### src/rtl/icache_dm.sv
// ---------------------------------------------------------------------------
// icache_dm -- direct-mapped, read-only instruction cache.
//
// Sits between the fetch stage (pc/instr) and external instruction memory.
// A hit returns the instruction combinationally in the same cycle. A miss
// raises stall and a two-state FSM refills the line one word at a time over
// a req/ack handshake. Tags, valid bits and data are all held in flops.
//
// Ports:
//   clk        clock, rising edge
//   reset      asynchronous, active-low reset
//   pc         fetch byte address (pc[1:0] ignored)
//   instr      fetched instruction, NOP (addi x0,x0,0) when not hitting
//   stall      high while the current pc does not hit
//   flush      one-cycle pulse invalidating every line (fence.i)
//   mem_req    refill word request, registered, held until mem_ack
//   mem_addr   refill word byte address, registered, word-aligned
//   mem_ack    requested word is present on mem_rdata this cycle
//   mem_rdata  refill data
//
// Optional feature (macro ICACHE_STATS_EN):
//   hit_count  IDLE cycles that hit (wraps modulo 2^32)
//   miss_count IDLE->REFILL transitions (wraps modulo 2^32)
// ---------------------------------------------------------------------------
module icache_dm #(
    parameter int LINES = 16,
    parameter int WORDS = 4
) (
    input  logic        clk,
    input  logic        reset,
    input  logic [31:0] pc,
    output logic [31:0] instr,
    output logic        stall,
    input  logic        flush,
    output logic        mem_req,
    output logic [31:0] mem_addr,
    input  logic        mem_ack,
    input  logic [31:0] mem_rdata
`ifdef ICACHE_STATS_EN
    ,
    output logic [31:0] hit_count,
    output logic [31:0] miss_count
`endif
);

    localparam int WO_B  = $clog2(WORDS);
    localparam int IX_B  = $clog2(LINES);
    localparam int TAG_W = 32 - WO_B - IX_B - 2;

    localparam logic [31:0]     NOP       = 32'h0000_0013;
    localparam logic [WO_B-1:0] LAST_WORD = WO_B'(WORDS - 1);

    typedef enum logic {
        IDLE   = 1'b0,
        REFILL = 1'b1
    } state_t;

    state_t              state;
    logic [LINES-1:0]    validBits;
    logic [TAG_W-1:0]    tagMem  [LINES];
    logic [31:0]         dataMem [LINES][WORDS];

    logic [TAG_W-1:0]    refillTag;
    logic [IX_B-1:0]     refillIdx;
    logic [WO_B-1:0]     wordCnt;
    logic                kill;

    logic [WO_B-1:0]     pcOff;
    logic [IX_B-1:0]     pcIdx;
    logic [TAG_W-1:0]    pcTag;
    logic                hit;
    logic                wordAck;
    logic                lastAck;
    logic [WO_B-1:0]     nextCnt;
    logic                unusedPcLsb;

    assign pcOff = pc[2 +: WO_B];
    assign pcIdx = pc[2 + WO_B +: IX_B];
    assign pcTag = pc[31 -: TAG_W];

    // Byte-lane bits never select anything in a word-granular cache.
    assign unusedPcLsb = ^pc[1:0];

    // Lookup is suppressed during REFILL so the pipeline stays stalled until
    // the FSM is back in IDLE, even if pc wanders onto a valid line.
    assign hit   = validBits[pcIdx] && (tagMem[pcIdx] == pcTag) && (state == IDLE);
    assign instr = hit ? dataMem[pcIdx][pcOff] : NOP;
    assign stall = ~hit;

    // mem_req is only ever high in REFILL, so an ack outside a request is ignored.
    assign wordAck = (state == REFILL) && mem_req && mem_ack;
    assign lastAck = wordAck && (wordCnt == LAST_WORD);
    assign nextCnt = wordCnt + 1'b1;

    // ---- control: FSM, valid bits, refill request ----
    always_ff @(posedge clk or negedge reset) begin
        if (!reset) begin
            state     <= IDLE;
            validBits <= '0;
            wordCnt   <= '0;
            kill      <= 1'b0;
            mem_req   <= 1'b0;
            mem_addr  <= '0;
            refillTag <= '0;
            refillIdx <= '0;
        end else begin
            case (state)
                IDLE: begin
                    if (flush) begin
                        validBits <= '0;
                    end else if (!hit) begin
                        refillTag <= pcTag;
                        refillIdx <= pcIdx;
                        wordCnt   <= '0;
                        mem_req   <= 1'b1;
                        mem_addr  <= {pcTag, pcIdx, {WO_B{1'b0}}, 2'b00};
                        state     <= REFILL;
                    end
                end
                REFILL: begin
                    // A flush mid-refill cannot stop the line transfer, so it is
                    // remembered in kill and the finished line is left invalid.
                    if (flush) begin
                        validBits <= '0;
                        kill      <= 1'b1;
                    end
                    if (wordAck) begin
                        wordCnt <= nextCnt;
                        if (lastAck) begin
                            validBits[refillIdx] <= ~(kill | flush);
                            kill    <= 1'b0;
                            mem_req <= 1'b0;
                            state   <= IDLE;
                        end else begin
                            mem_addr <= {refillTag, refillIdx, nextCnt, 2'b00};
                        end
                    end
                end
                default: state <= IDLE;
            endcase
        end
    end

    // ---- data: line storage, written only by refill acks ----
    always_ff @(posedge clk) begin
        if (wordAck) begin
            dataMem[refillIdx][wordCnt] <= mem_rdata;
            if (lastAck) begin
                tagMem[refillIdx] <= refillTag;
            end
        end
    end

`ifdef ICACHE_STATS_EN
    // ---- statistics ----
    always_ff @(posedge clk or negedge reset) begin
        if (!reset) begin
            hit_count  <= '0;
            miss_count <= '0;
        end else begin
            if (hit) begin
                hit_count <= hit_count + 32'd1;
            end
            if ((state == IDLE) && !flush && !hit) begin
                miss_count <= miss_count + 32'd1;
            end
        end
    end
`endif

endmodule

### config.mk
export PLATFORM = sky130hd
export DESIGN_NAME = icache_dm
export DESIGN_NICKNAME = d
export VERILOG_FILES = /design/src/rtl/icache_dm.sv
export SDC_FILE = /design/constraint.sdc
export NUM_CORES = 2
export LEC_CHECK = 0
export ABC_AREA = 0
export CAP_MARGIN = 20
export CORE_ASPECT_RATIO = 1.4
export CORE_MARGIN = 5
export CORE_UTILIZATION = 50
export DETAILED_ROUTE_END_ITERATION = 8
export PLACE_DENSITY_LB_ADDON = 0.25
export SYNTH_ARGS = -nofsm -noshare
export SYNTH_HDL_FRONTEND = slang
export SYNTH_SLANG_ARGS = --single-unit
### constraint.sdc
create_clock -name clk -period 11.2 [get_ports clk]
set_input_delay 3.36 -clock clk [delete_from_list [all_inputs] [get_ports clk]]
set_output_delay 3.36 -clock clk [all_outputs]
set_load 0.01 [all_outputs]
# Yosys cells after proc, flatten, opt, wreduce, memory -nomap -nowiden
# Memories as Yosys holds them, arrays and structs flattened.
# Index checks and enable logic that the tools add are counted.
word_totals:
  reg_bits: 81
  ramBits: 2432
  inputBits: 68
  n_memories: 2
op_classes:
  n_addsub: 1
  magnitude_cmp: 6
  n_eq_ne: 7
  mux: 43
  bitwise: 7
  reduce_logical: 11
mem_list:
  columns: ["memory", "words", "width", "read_ports", "rd_clocked_by_memory_dff", "wr", "line", "rtl"]
  rows:
  - ["dataMem", 16, 128, 1, 0, 1, "61", "logic [31:0] dataMem [LINES][WORDS];"]
  - ["tagMem", 16, 24, 1, 0, 1, "60", "logic [TAG_W-1:0] tagMem [LINES];"]
op_table:
  columns: ["operator", "count"]
  rows:
  - ["$mux 32", 8]
  - ["$mux 128", 1]
  - ["$bmux 32 s2", 1]
  - ["$demux 32 s2", 1]
  - ["$mux 16", 4]
  - ["$pmux 32 s2", 1]
  - ["$pmux 16 s2", 1]
  - ["$eq 24x24->1", 1]
  - ["$mux 1", 17]
  - ["$bwmux 16", 1]
  - ["$lt 4x5->1 const B", 2]
  - ["$reduce_and 4->1", 2]
  - ["$logic_and 1x1->1", 7]
  - ["$ge 3x3->1 const B", 2]
  - ["$mux 2", 3]
  - ["$ne 2x2->1 const B", 3]
  - ["$not 2->3", 2]
  - ["$reduce_and 3->1", 2]
  - ["$bmux 1 s4", 1]
  - ["$demux 1 s4", 1]
  - ["$ge 4x1->1 const B", 1]
  - ["$ne 2x1->1 const B", 2]
  - ["$not 1->1", 4]
  - ["$pmux 1 s2", 2]
  - ["5 further kinds", 5]

# Longest topological paths before layout
logic_depth:
  word_depth: 8
  ltp_mapped: 15
  depth_no_buf: 8

# Worst setup path after synthesis
# No wires, ideal clock.
synth_path:
  kind: "input to output"
  start: "in pc[5]"
  end: "out instr[0]"
  t_arrival_ps: 6459
  t_required_ps: 7840
  path_slack_ps: 1381
  cell_stages: 10
  path_buffers: 6
  path_cell_list: "buf_2 > buf_2 > buf_1 > clkbuf_1 > clkbuf_1 > clkbuf_1 > mux4_2 > mux4_2 > mux4_2 > or2_1"
synth_between:
  elab_chain_cells: 5
  word_cells_on_any_way: 11
  classes_between: "eq/ne (1); mux (6); reduce/logical (2); memory (2)"
synth_rtl:
  columns: ["item", "line", "rtl"]
  rows:
  - ["from (decl)", "31", "input logic [31:0] pc,"]
  - ["$mem_v2 16x24 (tied with other cells)", null, null]
  - ["$eq 24x24->1 (tied with other cells)", "86", "assign hit = validBits[pcIdx] && (tagMem[pcIdx] == pcTag) && (state == IDLE);"]
  - ["$logic_and 1x1->1 or $mux 32 (tied branches) (2 in a row)", "86, 87", null]
  - ["$mux 32 *", "87", "assign instr = hit ? dataMem[pcIdx][pcOff] : NOP;"]
  - ["to (decl)", "32", "output logic [31:0] instr,"]
# Mark *: on every way between the ends. The rest lies on a longest branch, timed or not. The select of a mux whose other input is x is not followed.

# Worst setup path after layout
layout_path:
  start: "in pc[4]"
  end: "out instr[1]"
# Same word-level chain as after synthesis.

==> flow_summary.ini <==
[run_status]
status = complete, no violations

[clocking]
clkLatencyLatePin_ns = 0.87
clock_sinks = 2511
cts_buffers = 229
h-tree-depth = 4
cts.clk_slew.worst_paths_ns = 0.06
post_cts_resized = 0
cts_hold_buf = 0
postCtsSetupBuffers = 0
cts-root-buf = clkbuf_16
cts_buffer_depth = 4
cts_tree = yes

[finish]
seqCellArea_um2 = 75000
drive_above_1_share_pct = 30.3
finalNonFillerCells = 7092
multi_input_area_um2 = 21600
syn2layout_area_growth_pct = 12.9
nets = 4475
n_fill_cell = 13800

[die]
start_util_pct = 50.2
core.rowCount = 191
core_area_um2 = 193000
ios = 134
die-area_um2 = 203000
die_width_um = 382
die_h_um = 531

[sta]
slew_headroom_pct = 24.1
hold_viol_final = 0
skew_ns = 0.0484
min_period_ns = 10.82
slew_viol_final = 0
rsz0062_at_grt = no
tns_ns = 0
worst_pin_slew_ns = 1.14
fin_crit_sh_pct = 96.6
max_freq_ghz = 0.0924
setup_viol = 0

[grt]
grt_overflow = 0
antenna_found_initial = 19
first_global_vias = 45900
grt_max_degree = 112
grt_pass1_wl_um = 347000
grt_use_total_pct = 24.1

[power]
p_int_mw = 15.8
pwr-share-comb_pct = 8.6
p_seq_share_pct = 54.4
power_density_nw_per_um2 = 188
leakagePower_nw = 34.0
clock_power_share_pct = 37.0
switching_share_pct = 23.1
ir_drop_v = 0.000139
power_switching_mw = 4.75

[placed_design]
dp.cells = 6679
hpwl_um = 130000
gp_congestion = 0.840
portBuffers = 129

[setup_path]
crit-reg2reg-launch = tagMem[7][8]
critPathMaxFanout = 34
worstPathArrival_ns = 7.46
start_kind = input port
endpoint_kind = output port
crit_type = input port to output port
required_ns = 7.84
rrSetupSlack_ns = 6.94
worst_r2r_path_depth = 11
reg2reg_to = refillIdx[0]

[hold_path]
hold_path.class = flip-flop to flip-flop
worstHoldStart = validBits[8]
holdPathEnd = validBits[8]
holdPathStages = 2

[yosys]
synth_edf_count = 2432
synth_area_per_cell_um2 = 23.6
synth_cell_types = 56
ys_ff_latch = 2511
synth.most_common_cell = edfxtp_1
synth_area_um2 = 97100
yosysWarnings = 0
seq_area_frac_synth_pct = 77.2
synthCells = 4122
async_flop_share_pct = 3.15
synth_top_area_share_pct = 75.2
synthTopCellsByArea = edfxtp_1 (75%), mux4_2 (18%), dfrtp_1 (2.0%), mux2i_1 (0.68%), nor2_1 (0.61%)
synth.largest_area_cell = edfxtp_1
synth_top_cells_by_count = edfxtp_1 (2432), mux4_2 (755), nor2_1 (157)
synthFlopType = edfxtp_1

[drt]
ant_nets = 0
drt-total-wl_um = 245000
vias_per_cell = 6.45
dr.pass1.iters = 5
drc = 0
vias = 45800
drt-initial-drc-count = 5348
wl_per_cell_um = 34.6

[run]
maxCapViolCount = 0
cells in the final DEF (no fill, tap or decap), types with 20 or more instances in the layout:
cell             count
clkbuf_1            47
o21ai_0             31
nor4b_1             30
nand2b_1            20
buf_12              22
buf_2               33
mux2_2              32
nor2_4              80
buf_4              136
clkbuf_16          231
clkinv_1            49
clkinv_2            39
nand2_1             29
dfrtp_1             79
bufinv_16           22
mux4_2             755
a211oi_1            32
nor2_1              76
mux2i_1             66
or3_1               33
clkdlybuf4s50_1     90
nor2b_1             39
edfxtp_1          2432
power groups by stage:
stage	combinational [mW]	clock, mW	sequential (mW)
2_1_floorplan	0.966	0	11.3
3_3_place_gp	1.75	0	11.4
3_5_place_dp	1.77	0	11.4
4_1_cts	1.78	7.74	11.2
6_report	1.76	7.62	11.2
5_1_grt	1.86	8.12	11.2
sequential cells by signal, indices dropped and copies added, names as in the netlist:
signal	flops
dataMem	2048
tagMem	384
mem_addr	30
refillTag	24
validBits	16
refillIdx	4
wordCnt	2
kill	1
mem_req	1
state	1
area by class of cell:
type / count / area share [%]
Antenna cell: 6 / 0.0137
Multi-Input combinational cell: 1364 / 19.7
Tap cell: 2509 / 2.86
Clock inverter: 125 / 1.09
Clock buffer: 280 / 5.46
Inverter: 10 / 0.0342
Sequential cell: 2511 / 68.4
Timing Repair Buffer: 287 / 2.41
through the flow:
| step | instance area, um^2 | utilization (%) | hold WS (ns) | total power [mW] | worst slack [ns] |
|---|---|---|---|---|---|
| global route | 110000 | 56.7 | 0.562 | 21.2 | 0.167 |
| global placement | 102000 | 52.9 | 0.524 | 13.1 | 0.363 |
| finish | 110000 | 56.7 | 0.543 | 20.6 | 0.383 |
| CTS | 110000 | 56.7 | 0.543 | 20.7 | 0.349 |
| floorplan | 97100 | - | 0.465 | 12.2 | 1.38 |
| detailed placement | 102000 | 53.0 | 0.531 | 13.2 | 0.362 |
layer usage:
layer / routed length, um / track usage (%) / vias to the layer above
met1: 91700 / 32.3 / 24900
met5: 27 / 0 / -
met2: 125000 / 40.7 / 2206
li1: - / - / 18200
met4: 10400 / 8.78 / 4
met3: 18300 / 3.50 / 510
worst max-delay path: stages:
cell and delay, ns:
buf_8 0.30, buf_12 0.30, buf_4 0.28, mux4_2 0.55
nor2b_1 0.15, o21ai_0 0.15, a31oi_1 0.13, nor4_2 0.27
nand3b_1 0.11, or4_2 0.72, buf_12 0.20, or2_1 0.35
clkdlybuf4s50_1 0.53
worst max-delay path by stage:
| stage | to | start | slack (ns) | depth (start not counted) |
|---|---|---|---|---|
| after CTS | instr[18] | pc[4] | 0.35 | 14 |
| final | instr[1] | pc[4] | 0.38 | 13 |
| after global routing | instr[18] | pc[4] | 0.17 | 14 |
| after global placement | instr[1] | pc[4] | 0.36 | 13 |
| after floorplan | instr[0] | pc[5] | 1.38 | 10 |
| after detailed placement | instr[1] | pc[4] | 0.36 | 13 |
cell families after synthesis:
group                    Yosys count  synth area share (%)
flip-flops                      2511                  77.2
multiplexers                     853                  18.6
AND/OR/NAND/NOR                  353                  1.87
buffers and inverters            248                  1.14
AO/OA/AOI/OAI                    128                 0.916
XOR/XNOR                          24                 0.216
adder cells (fa/ha/maj)            4                0.0515
other                              1               0.00386
Power figures use the tool's default switching activity.
